--- src/rtl/vr_pkg.sv ---
// Shared defaults and FSM state encoding for the two-requester memory arbiter.
package vr_pkg;

  localparam int unsigned AwDefault = 5;
  localparam int unsigned DwDefault = 8;

  typedef enum logic [2:0] {
    StIdle,
    StBusy0,
    StBusy1,
    StDone0,
    StDone1
  } arb_state_e;

endpackage

--- src/rtl/mem_arbiter_if.sv ---
// Requester and memory-side signals of the arbiter, bundled with arbiter/driver views.
interface mem_arbiter_if import vr_pkg::*; #(
  parameter int unsigned AW = AwDefault,
  parameter int unsigned DW = DwDefault
);

  logic          req0;
  logic          wen0;
  logic [AW-1:0] addr0;
  logic [DW-1:0] wdata0;
  logic          ack0;

  logic          req1;
  logic          wen1;
  logic [AW-1:0] addr1;
  logic [DW-1:0] wdata1;
  logic          ack1;

  logic [DW-1:0] rdata;
  logic          mem_en;
  logic          mem_we;
  logic [AW-1:0] mem_addr;
  logic [DW-1:0] mem_wdata;
  logic [DW-1:0] mem_rdata;
  logic          busy;

  // Arbiter side.
  modport slave (
    input  req0, wen0, addr0, wdata0,
    input  req1, wen1, addr1, wdata1,
    input  mem_rdata,
    output ack0, ack1, rdata, busy,
    output mem_en, mem_we, mem_addr, mem_wdata
  );

  // Requester / memory model side.
  modport master (
    output req0, wen0, addr0, wdata0,
    output req1, wen1, addr1, wdata1,
    output mem_rdata,
    input  ack0, ack1, rdata, busy,
    input  mem_en, mem_we, mem_addr, mem_wdata
  );

endinterface

--- src/rtl/rr_arb2.sv ---
// Combinational two-way round-robin pick: on contention the requester not granted last wins.
module rr_arb2 (
  input  logic req0,
  input  logic req1,
  input  logic last_gnt,
  output logic gnt_valid,
  output logic gnt_idx
);

  always_comb begin
    gnt_valid = req0 | req1;
    gnt_idx   = 1'b0;
    if (req0 && req1) begin
      gnt_idx = ~last_gnt;
    end else begin
      gnt_idx = req1;
    end
  end

endmodule

--- src/rtl/mem_arbiter.sv ---
// Two-requester single-port memory arbiter: IDLE -> BUSYn (memory access) -> DONEn (ack).
module mem_arbiter import vr_pkg::*; #(
  parameter int unsigned AW = AwDefault,
  parameter int unsigned DW = DwDefault
) (
  input logic          clk,
  input logic          rst,
  mem_arbiter_if.slave bus
);

  arb_state_e    state_q, state_d;
  logic          last_gnt_q, last_gnt_d;
  logic [DW-1:0] rdata_q, rdata_d;

  logic          gnt_valid;
  logic          gnt_idx;
  logic          en;
  logic          we;
  logic [AW-1:0] addr;
  logic [DW-1:0] wdata;
  logic          ack0;
  logic          ack1;
  logic          rd_bypass;

  rr_arb2 u_rr_arb2 (
    .req0      (bus.req0),
    .req1      (bus.req1),
    .last_gnt  (last_gnt_q),
    .gnt_valid (gnt_valid),
    .gnt_idx   (gnt_idx)
  );

  always_comb begin
    state_d    = state_q;
    last_gnt_d = last_gnt_q;
    rdata_d    = rdata_q;
    en         = 1'b0;
    we         = 1'b0;
    addr       = '0;
    wdata      = '0;
    ack0       = 1'b0;
    ack1       = 1'b0;
    rd_bypass  = 1'b0;
    unique case (state_q)
      StIdle: begin
        if (gnt_valid) begin
          state_d    = gnt_idx ? StBusy1 : StBusy0;
          last_gnt_d = gnt_idx;
        end
      end
      StBusy0: begin
        en      = 1'b1;
        we      = bus.wen0;
        addr    = bus.addr0;
        wdata   = bus.wdata0;
        state_d = StDone0;
      end
      StBusy1: begin
        en      = 1'b1;
        we      = bus.wen1;
        addr    = bus.addr1;
        wdata   = bus.wdata1;
        state_d = StDone1;
      end
      StDone0: begin
        ack0 = 1'b1;
        if (!bus.wen0) begin
          rdata_d   = bus.mem_rdata;
          rd_bypass = 1'b1;
        end
        state_d = StIdle;
      end
      StDone1: begin
        ack1 = 1'b1;
        if (!bus.wen1) begin
          rdata_d   = bus.mem_rdata;
          rd_bypass = 1'b1;
        end
        state_d = StIdle;
      end
      default: state_d = StIdle;
    endcase
  end

  always_ff @(posedge clk) begin
    if (!rst) begin
      state_q    <= StIdle;
      last_gnt_q <= 1'b1;
      rdata_q    <= '0;
    end else begin
      state_q    <= state_d;
      last_gnt_q <= last_gnt_d;
      rdata_q    <= rdata_d;
    end
  end

  // Reset gates every strobe so an access caught by reset never commits or acks.
  assign bus.mem_en    = rst & en;
  assign bus.mem_we    = rst & en & we;
  assign bus.mem_addr  = (rst & en) ? addr : '0;
  assign bus.mem_wdata = (rst & en) ? wdata : '0;
  assign bus.ack0      = rst & ack0;
  assign bus.ack1      = rst & ack1;
  assign bus.busy      = rst & (state_q != StIdle);

  // Read data arrives from memory during DONE; forward it so it is valid alongside ack.
  assign bus.rdata = (rst & rd_bypass) ? bus.mem_rdata : rdata_q;

endmodule

--- src/flat_wrapper.sv ---
// flat-port wrapper written by rule: the top's interface ports become plain ports
module mem_arbiter_flat import vr_pkg::*;
#(
  parameter int unsigned AW = AwDefault,
  parameter int unsigned DW = DwDefault
)
  (clk, rst, bus_req0, bus_wen0, bus_addr0, bus_wdata0, bus_req1, bus_wen1, bus_addr1, bus_wdata1, bus_mem_rdata, bus_ack0, bus_ack1, bus_rdata, bus_busy, bus_mem_en, bus_mem_we, bus_mem_addr, bus_mem_wdata);
  mem_arbiter_if #(.AW(AW), .DW(DW)) bus_i ();
  input logic clk;
  input logic rst;
  input wire logic [$bits(bus_i.req0)-1:0] bus_req0;
  input wire logic [$bits(bus_i.wen0)-1:0] bus_wen0;
  input wire logic [$bits(bus_i.addr0)-1:0] bus_addr0;
  input wire logic [$bits(bus_i.wdata0)-1:0] bus_wdata0;
  input wire logic [$bits(bus_i.req1)-1:0] bus_req1;
  input wire logic [$bits(bus_i.wen1)-1:0] bus_wen1;
  input wire logic [$bits(bus_i.addr1)-1:0] bus_addr1;
  input wire logic [$bits(bus_i.wdata1)-1:0] bus_wdata1;
  input wire logic [$bits(bus_i.mem_rdata)-1:0] bus_mem_rdata;
  output wire logic [$bits(bus_i.ack0)-1:0] bus_ack0;
  output wire logic [$bits(bus_i.ack1)-1:0] bus_ack1;
  output wire logic [$bits(bus_i.rdata)-1:0] bus_rdata;
  output wire logic [$bits(bus_i.busy)-1:0] bus_busy;
  output wire logic [$bits(bus_i.mem_en)-1:0] bus_mem_en;
  output wire logic [$bits(bus_i.mem_we)-1:0] bus_mem_we;
  output wire logic [$bits(bus_i.mem_addr)-1:0] bus_mem_addr;
  output wire logic [$bits(bus_i.mem_wdata)-1:0] bus_mem_wdata;
  assign bus_i.req0 = bus_req0;
  assign bus_i.wen0 = bus_wen0;
  assign bus_i.addr0 = bus_addr0;
  assign bus_i.wdata0 = bus_wdata0;
  assign bus_i.req1 = bus_req1;
  assign bus_i.wen1 = bus_wen1;
  assign bus_i.addr1 = bus_addr1;
  assign bus_i.wdata1 = bus_wdata1;
  assign bus_i.mem_rdata = bus_mem_rdata;
  assign bus_ack0 = bus_i.ack0;
  assign bus_ack1 = bus_i.ack1;
  assign bus_rdata = bus_i.rdata;
  assign bus_busy = bus_i.busy;
  assign bus_mem_en = bus_i.mem_en;
  assign bus_mem_we = bus_i.mem_we;
  assign bus_mem_addr = bus_i.mem_addr;
  assign bus_mem_wdata = bus_i.mem_wdata;
  mem_arbiter #(.AW(AW), .DW(DW)) u_core (.clk(clk), .rst(rst), .bus(bus_i));
endmodule
--- config.mk ---
export PLATFORM = sky130hd
export DESIGN_NAME = mem_arbiter_flat
export DESIGN_NICKNAME = d
export VERILOG_FILES = /design/src/rtl/vr_pkg.sv /design/src/rtl/mem_arbiter_if.sv /design/src/rtl/rr_arb2.sv /design/src/rtl/mem_arbiter.sv /design/src/flat_wrapper.sv
export SDC_FILE = /design/constraint.sdc
export NUM_CORES = 1
export LEC_CHECK = 0
export CAP_MARGIN = 20
export CORE_MARGIN = 1.5
export CORE_UTILIZATION = 30
export CTS_BUF_LIST = sky130_fd_sc_hd__clkbuf_8
export DETAILED_ROUTE_END_ITERATION = 10
export PLACE_DENSITY_LB_ADDON = 0.1
export SLEW_MARGIN = 20
export SYNTH_ARGS = -nofsm -noshare
export SYNTH_HDL_FRONTEND = slang
export SYNTH_SLANG_ARGS = --single-unit
--- constraint.sdc ---
create_clock -name clk -period 2 [get_ports clk]
set_clock_uncertainty 0.2 [all_clocks]
set_input_delay 0.4 -clock clk [delete_from_list [all_inputs] [get_ports clk]]
set_output_delay 0.4 -clock clk [all_outputs]
set_load 0.05 [all_outputs]
==> metrics.md, run 1 <==
| Metric | Value |
|---|---|
| Status | finished with violations |
| Failing checks | negative setup slack |
| NumNets Final | 208 |
| Clk pwr share | 18.4% |
| Top-level port count | 66 |
| Startpoint Class | flop |
| Slew Limit Fails | 0 |
| Initial core utilization | 32.35% |
| Setup TNS | -6694 ps |
| Dpl hpwl | 2058 um |
| Cell taking the most area after synthesis | dfxtp_1 |
| Via Count | 1001 |
| Worst-path fanout max | 6 |
| CP most frequent cell | buf_8 |
| Part of the power in registers | 23.2% |
| Worst Hold Class | reg2reg |
| Worst path arrival time | 1770 ps |
| Area Overhead vs Synth | 151.7% |
| WL per Instance | 14.88 um |
| GRT busiest layer | met2 |
| Syn Area/Cell | 9.686 um^2 |
| NetSw | 0.4273 mW |
| Finished Layout Cells | 196 |
| Most common library cell in the layout ignoring fill and taps | clkdlybuf4s50_1 |
| CP delay by family, top | buffers and inverters |
| Min Tclk post-route | 2373 ps |
| Gp weighted congestion | 0.7288 |
| Critical path startpoint | u_core.state_q[2] |
| Total track usage | 19.14% |
| Top cell type's share of synthesized area | 29.18% |
| Most frequent cells in the layout | 36 x clkdlybuf4s50_1, 21 x buf_12, 13 x a22oi_2 |
| Headroom to the max-slew limit | 64.70% |
| Vias in the first global route | 1085 |
| Lkg Pwr | 0.8145 nW |
| First-pass GRT wire length | 4747 um |
| CP endpoint kind | output pin |
| Drt via density | 5.107 |
| Row cnt | 18 |
| #FFs+latches synth | 12 |
| Total routed wirelength | 2916 um |
| Root buf cell | clkbuf_8 |
| I/O Buffers | 65 |
| Yosys warning count | 0 |
| CTS tree | built |
| CTS H-tree depth | 1 |
| Detail Route Antenna Nets | 0 |
| Int Power | 0.7526 mW |
| R2R Path Start | u_core.state_q[0] |
| Setup CP Type | reg2out |
| Power density of the placed cells | 569.5 mW/mm^2 |
| Max Root-Sink Buffers | 2 |
| Peak VDD IR | 508.6 uV |
| Synth area leaders | dfxtp_1 29%, nor2b_1 13%, a22oi_1 13% |
| Crit-path cells | and4bb_4, o21a_1, buf_12, buf_8, mux2_4, buf_8 |
| Netlist cell types | 24 |
| Drt pass-1 iters | 4 |
| CTS Buf Count | 3 |
| Syn Nets | 125 |
| Pin count of the biggest net entering global routing | 24 |
| Worst hold slack | 273.6 ps |
| FMAX | 421.4 MHz |
| Actual slew at the worst max-slew pin | 527.2 ps |
| # clock sinks | 12 |
| Post-Synthesis Cells | 85 |
| # Max-Cap Violations | 0 |
| Crit path required time | 1400 ps |
| Sw frac | 36.22% |
| Met3 usage | 4.215% |
| Hold_sp | u_core.rdata_q[7] |
| Period utilization | 118.6% |
| Core footprint | 0.002545 mm^2 |
| Clock slew at reported path FFs | 50 ps |
| Initial DRC count | 15 |
| Diodes inserted | 0 |
| Die area | 0.003068 mm^2 |
| Inst Count DP | 187 |
| Initial antenna violation count | 0 |
| Final setup vio count | 23 |
| Combinational share of power | 58.4% |
| Met2 usage | 37.59% |
| Netlist area before placement | 823.3 um^2 |
| GRT met1 Usage | 20.43% |
| GR Overflow Total | 0 |
| Unrepaired setup endpoints after global routing | yes |
| Worst-Skew Late Latency | 240 ps |
| CTS hold repair buffers | 0 |
| Sequential fraction of the synthesis area | 29.18% |
| CP max-delay cell | dfxtp_4 |
| Worst path bufs/invs | 3 |
| Max incr delay on CP | 360 ps |
| Fin worst setup slack | -372.9 ps |
| Die width | 55.39 um |
| Vert. Die Dim | 55.39 um |
| Fraction of layout cells with a size suffix above 1 | 57.23% |
| Final hold viol count | 0 |
| DRC Markers | 0 |
| Dpl ws | -623.8 ps |
## per-layer routing
layer,vias to the layer above,wire length [um]
met5,-,0
met4,0,29
met3,4,151
met2,39,1604
met1,472,1132
li1,486,-
## power by group through the flow
stage	registers (mW)	clock network (mW)	logic, mW
after global routing	0.277	0.230	0.720
final	0.274	0.217	0.689
after floorplan	0.279	0	0.313
after global placement	0.275	0	0.607
after CTS	0.274	0.222	0.646
after detailed placement	0.276	0	0.620
## synthesized netlist by cell type, drive strengths merged
master  instances
a21oi           1
a22o            8
a22oi          14
a31oi           2
and2            1
and3            1
and4b           1
and4bb          1
buf             5
clkbuf          2
dfxtp          12
mux2            8
nand2           2
nand2b          1
nor2b          17
nor3            2
nor3b           3
nor4b           1
o21a            2
o21ai           1
## timing repair
action                                  CTS  global route
hold endpoints to repair                  0             0
pin swaps                                 3            10
resized for setup                        27            20
gates cloned                              1             0
endpoints found under the setup margin   26            23
setup buffers                             4             1
## layout make-up
type | count | area [um^2]
Timing Repair Buffer | 85 | 1045
Multi-Input combinational cell | 66 | 696.9
Fill cell | 152 | 473.0
Sequential cell | 12 | 251.5
Clock buffer | 3 | 41.29
Tap cell | 30 | 37.54
## logic make-up after synthesis
kind of cell | count (synthesis) | share of synthesized area, %
AND/OR/NAND/NOR | 30 | 26.90
flip-flops | 12 | 29.18
AO/OA/AOI/OAI | 28 | 25.83
buffers and inverters | 7 | 6.231
multiplexers | 8 | 11.85
## worst paths after layout
kind	endpoint	slack, ps	cells past startpoint
max	bus_rdata[4]	-370	6
min	u_core.rdata_q[7]	270	1
max reg2reg	u_core.rdata_q[5]	120	7
min reg2reg	u_core.rdata_q[7]	270	1
## registers in the layout, indices dropped and copies added (netlist names)
signal             count
u_core.state_q         3
u_core.last_gnt_q      1
u_core.rdata_q         8
## per-stage QoR
stage | total power, mW | utilization, % | instance area (um^2)
floorplan | 0.5916 | - | 919.6
global placement | 0.8827 | 72.81 | 1853
detailed placement | 0.8961 | 72.81 | 1853
CTS | 1.143 | 77.68 | 1977
global route | 1.227 | 81.42 | 2072
finish | 1.180 | 81.42 | 2072
## worst reg2reg max path, cell delays in order, from the launching register on
cell and delay [ps]:
dfxtp_4 360, and4bb_4 200, o21a_1 210, buf_12 140
buf_8 120, buf_2 160, buf_4 150, a22o_1 220
No activity file was read; power rests on OpenSTA's default activity.
==> run 2, diff against run 1 <==
--- a/config.mk
+++ b/config.mk
@@ -11,7 +11,9 @@
 export CTS_BUF_LIST = sky130_fd_sc_hd__clkbuf_8
 export DETAILED_ROUTE_END_ITERATION = 10
 export PLACE_DENSITY_LB_ADDON = 0.1
+export SKIP_LAST_GASP = 1
 export SLEW_MARGIN = 20
 export SYNTH_ARGS = -nofsm -noshare
 export SYNTH_HDL_FRONTEND = slang
+export SYNTH_HIERARCHICAL = 1
 export SYNTH_SLANG_ARGS = --single-unit
==> run 2 against run 1 <==
  * The flow still finishes with violations (negative setup slack)
  * Final area grew 6.6%
  * Critical path depth is 1 higher
  * Via count rose by 6.4%
  * First-iteration DRC count shrank 27%
  * Setup slack got worse by 68 ps
  * Power down 0.62%
  * Sequential share of layout area fell by 0.98 points
  * Global-route usage up 4.3 points
  * Die area decreased by 0.43%
  * Wire length grew 22%
  * Core utilization rose by 6.1 points
  * Largest cell class unchanged
  * Largest power group unchanged
==> metrics.md, run 2 <==
| Metric | Value |
|---|---|
| Status | finished with violations |
| Failing checks | negative setup slack |
| #FFs+latches synth | 12 (unchanged) |
| CTS tree | built |
| CP max-delay cell | nor4bb_4 |
| Netlist cell types | 30 (+25%) |
| R2R depth | 7 (unchanged) |
| Finished Layout Cells | 201 (+2.6%) |
| Max Root-Sink Buffers | 2 (unchanged) |
| Area Overhead vs Synth | 169.5% |
| Cell area after layout | 0.002208 mm^2 (+6.6%) |
| Met1 WL | 1181 um (+4.3%) |
| Dpl hpwl | 2305 um (+12%) |
| Pin count of the biggest net entering global routing | 16 (-33%) |
| Worst path arrival time | 1840 ps (+70 ps) |
| WL per Instance | 17.67 um (+19%) |
| Final hold viol count | 0 (unchanged) |
| First-pass GRT wire length | 5706 um (+20%) |
| I/O Buffers | 65 (unchanged) |
| Metal3 WL | 211 um (+40%) |
| Clk pwr share | 22.2% (+3.8 points) |
| R2R setup slack | 170 ps (+50 ps) |
| Most frequent cells in the layout | 36 x clkdlybuf4s50_1, 28 x buf_12, 14 x buf_4 |
| Max reg flops | 8 (unchanged) |
| Drt via density | 5.299 (+3.7%) |
| Syn Area/Cell | 9.420 um^2 (-2.7%) |
| Total routed wirelength | 3551 um (+22%) |
| CTS H-tree depth | 1 (unchanged) |
| CTS Buf Count | 3 (unchanged) |
| Power density of the placed cells | 531.0 mW/mm^2 (-6.8%) |
| CP most frequent cell | buf_12 |
| Crit path required time | 1400 ps (about the same) |
| Die area | 0.003054 mm^2 (-0.43%) |
| Max incr delay on CP | 320 ps (-40 ps) |
| Total track usage | 23.40% (+4.3 points) |
| Int Power | 0.7574 mW (+0.64%) |
| Cell taking the most area after synthesis | dfxtp_1 |
| Regs by FF count | u_core/rdata_q: 8 flops, u_core/state_q: 3 flops, u_core/last_gnt_q: 1 flops |
| Initial antenna violation count | 0 (unchanged) |
| Actual slew at the worst max-slew pin | 512.7 ps (-14.54 ps) |
| Sw frac | 35.41% (-0.80 points) |
| Worst-path fanout max | 5 (-1) |
| Combinational share of power | 54.7% (-3.7 points) |
| Slew Limit Fails | 0 (unchanged) |
| Setup TNS | -7141 ps (-447.6 ps) |
| Post-Synthesis Cells | 87 (+2.4%) |
| Met2 routed WL | 2044 um (+27%) |
| Post-synth EDFFs | 0 (unchanged) |
| # Max-Cap Violations | 0 (unchanged) |
| Yosys warning count | 6 (+6) |
| Via Count | 1065 (+6.4%) |
| Gp weighted congestion | 0.7227 (-0.84%) |
| NetSw | 0.4153 mW (-2.8%) |
| Highest routed layer | met4 |
| Period utilization | 122.1% (+3.4 points) |
| Setup CP Type | in2out |
| Root buf cell | clkbuf_8 |
| Initial core utilization | 32.49% (+0.14 points) |
| Synth area leaders | dfxtp_1 29%, a22oi_1 13%, a22o_2 8.5% |
| Drt pass-1 iters | 4 (unchanged) |
| Startpoint Class | input port |
| Final setup vio count | 23 (unchanged) |
| Headroom to the max-slew limit | 65.67% (+0.97 points) |
| Worst Hold Class | reg2reg |
| Lkg Pwr | 0.8395 nW (+3.1%) |
| # clock sinks | 12 (unchanged) |
| Die width | 55.27 um (-0.22%) |
| NumNets Final | 212 (+1.9%) |
| Diodes inserted | 0 (unchanged) |
| WHS Path Cells | 1 (unchanged) |
| Part of the power in registers | 23.1% (about the same) |
| Row cnt | 18 (unchanged) |
| Synth Flop Type | dfxtp_1 |
| CP endpoint kind | output pin |
| Biggest register | u_core/rdata_q |
| Min Tclk post-route | 2441 ps (+68.23 ps) |
| Dpl ws | -613.7 ps (+10.17 ps) |
| Worst-Skew Late Latency | 240 ps (about the same) |
| FMAX | 409.7 MHz (-2.8%) |
| Top-level port count | 66 (unchanged) |
| Ys async rst share | 0% (unchanged) |
| Netlist area before placement | 819.5 um^2 (-0.46%) |
| Core footprint | 0.002522 mm^2 (-0.88%) |
| Placed Area | 0.001932 mm^2 (+4.3%) |
| GR Overflow Total | 0 (unchanged) |
| Sequential fraction of the synthesis area | 29.31% (+0.13 points) |
| Unrepaired setup endpoints after global routing | yes |
| Peak VDD IR | 696.3 uV (+37%) |
| Vert. Die Dim | 55.27 um (-0.22%) |
| DRC Markers | 0 (unchanged) |
| Top cell type's share of synthesized area | 29.31% (+0.13 points) |
| Most common library cell in the layout ignoring fill and taps | clkdlybuf4s50_1 |
| Initial DRC count | 11 (-4) |
| Fraction of layout cells with a size suffix above 1 | 61.99% (+4.8 points) |
| Detail Route Antenna Nets | 0 (unchanged) |
| Inst Count DP | 189 (+1.1%) |
| Clock slew at reported path FFs | 50 ps (about the same) |
| Fin util | 87.55% (+6.1 points) |
| Syn Nets | 127 (+1.6%) |
| Vias in the first global route | 1225 (+13%) |
| Fin worst setup slack | -441.1 ps (-68.23 ps) |
| Crit-path cells | clkdlybuf4s15_2, nor4bb_4, o21a_1, buf_12, buf_12, mux2_4, buf_12 |
| Synth top cells by count | 14 x a22oi_1, 14 x nor2_1, 12 x dfxtp_1, 7 x a22o_2, 6 x mux2_2 |
[run 2: cell types whose count changed after synthesis, moves of 2 or more]
cell / change
a22o_1: -7
a22o_2: +7
a31oi_1: -2
nor2_1: +14
nor2b_1: -15
nor3b_2: -2
[run 2: repair_timing]
| action | CTS | global route |
|---|---|---|
| cloned | 1 | 0 |
| setup endpoints to repair | 26 | 24 |
| pin swaps | 16 | 0 |
| resized for setup | 42 | 2 |
| hold buffers | 0 | 0 |
| buffers inserted | 7 | 0 |
[run 2: power by group through the flow]
stage / clock network [mW] / logic, mW / registers [mW]
after CTS: 0.267 / 0.630 / 0.270
after detailed placement: 0 / 0.562 / 0.273
after global placement: 0 / 0.550 / 0.272
final: 0.260 / 0.642 / 0.271
after global routing: 0.275 / 0.662 / 0.273
after floorplan: 0 / 0.286 / 0.265
[run 2: worst paths after layout]
path,startpoint,to
worst min register to register,u_core/rdata_q[6],u_core/rdata_q[6]
worst max register to register,u_core/state_q[1],u_core/rdata_q[2]
worst max-delay path,bus_wen0,bus_rdata[0]
worst min-delay path,u_core/rdata_q[6],u_core/rdata_q[6]
[run 2: worst max-delay path: cells and delay by family]
kind	cells	cell delay, ps
compound gates	1	210
mux	1	310
buf+inv	4	600
simple gates	1	320
[run 2: final cells by class]
cell class / count / area, um^2
Clock buffer: 4 / 55.05
Fill cell: 124 / 314.1
Inverter: 1 / 3.754
Multi-Input combinational cell: 66 / 728.2
Sequential cell: 12 / 246.5
Tap cell: 30 / 37.54
Timing Repair Buffer: 88 / 1137
[run 2: kinds of logic after synthesis]
| family | synth area share (%) |
|---|---|
| AO/OA/AOI/OAI | 28.86 |
| AND/OR/NAND/NOR | 21.99 |
| flip-flops | 29.31 |
| multiplexers | 11.91 |
| buffers and inverters | 7.939 |
[run 2: layer usage]
metal  GRT usage (%)  vias up
li1                -      498
met4           9.756        0
met1           23.38      506
met3           6.792       13
met5               0        -
met2           44.39       48
[run 2: per-stage QoR]
| stage | hold slack, ps | total power, mW |
|---|---|---|
| 3_3_place_gp | 258.0 | 0.8223 |
| 4_1_cts | 275.2 | 1.167 |
| 3_5_place_dp | 258.8 | 0.8352 |
| 5_1_grt | 307.8 | 1.210 |
| 2_1_floorplan | 242.3 | 0.5512 |
| 6_report | 274.7 | 1.173 |
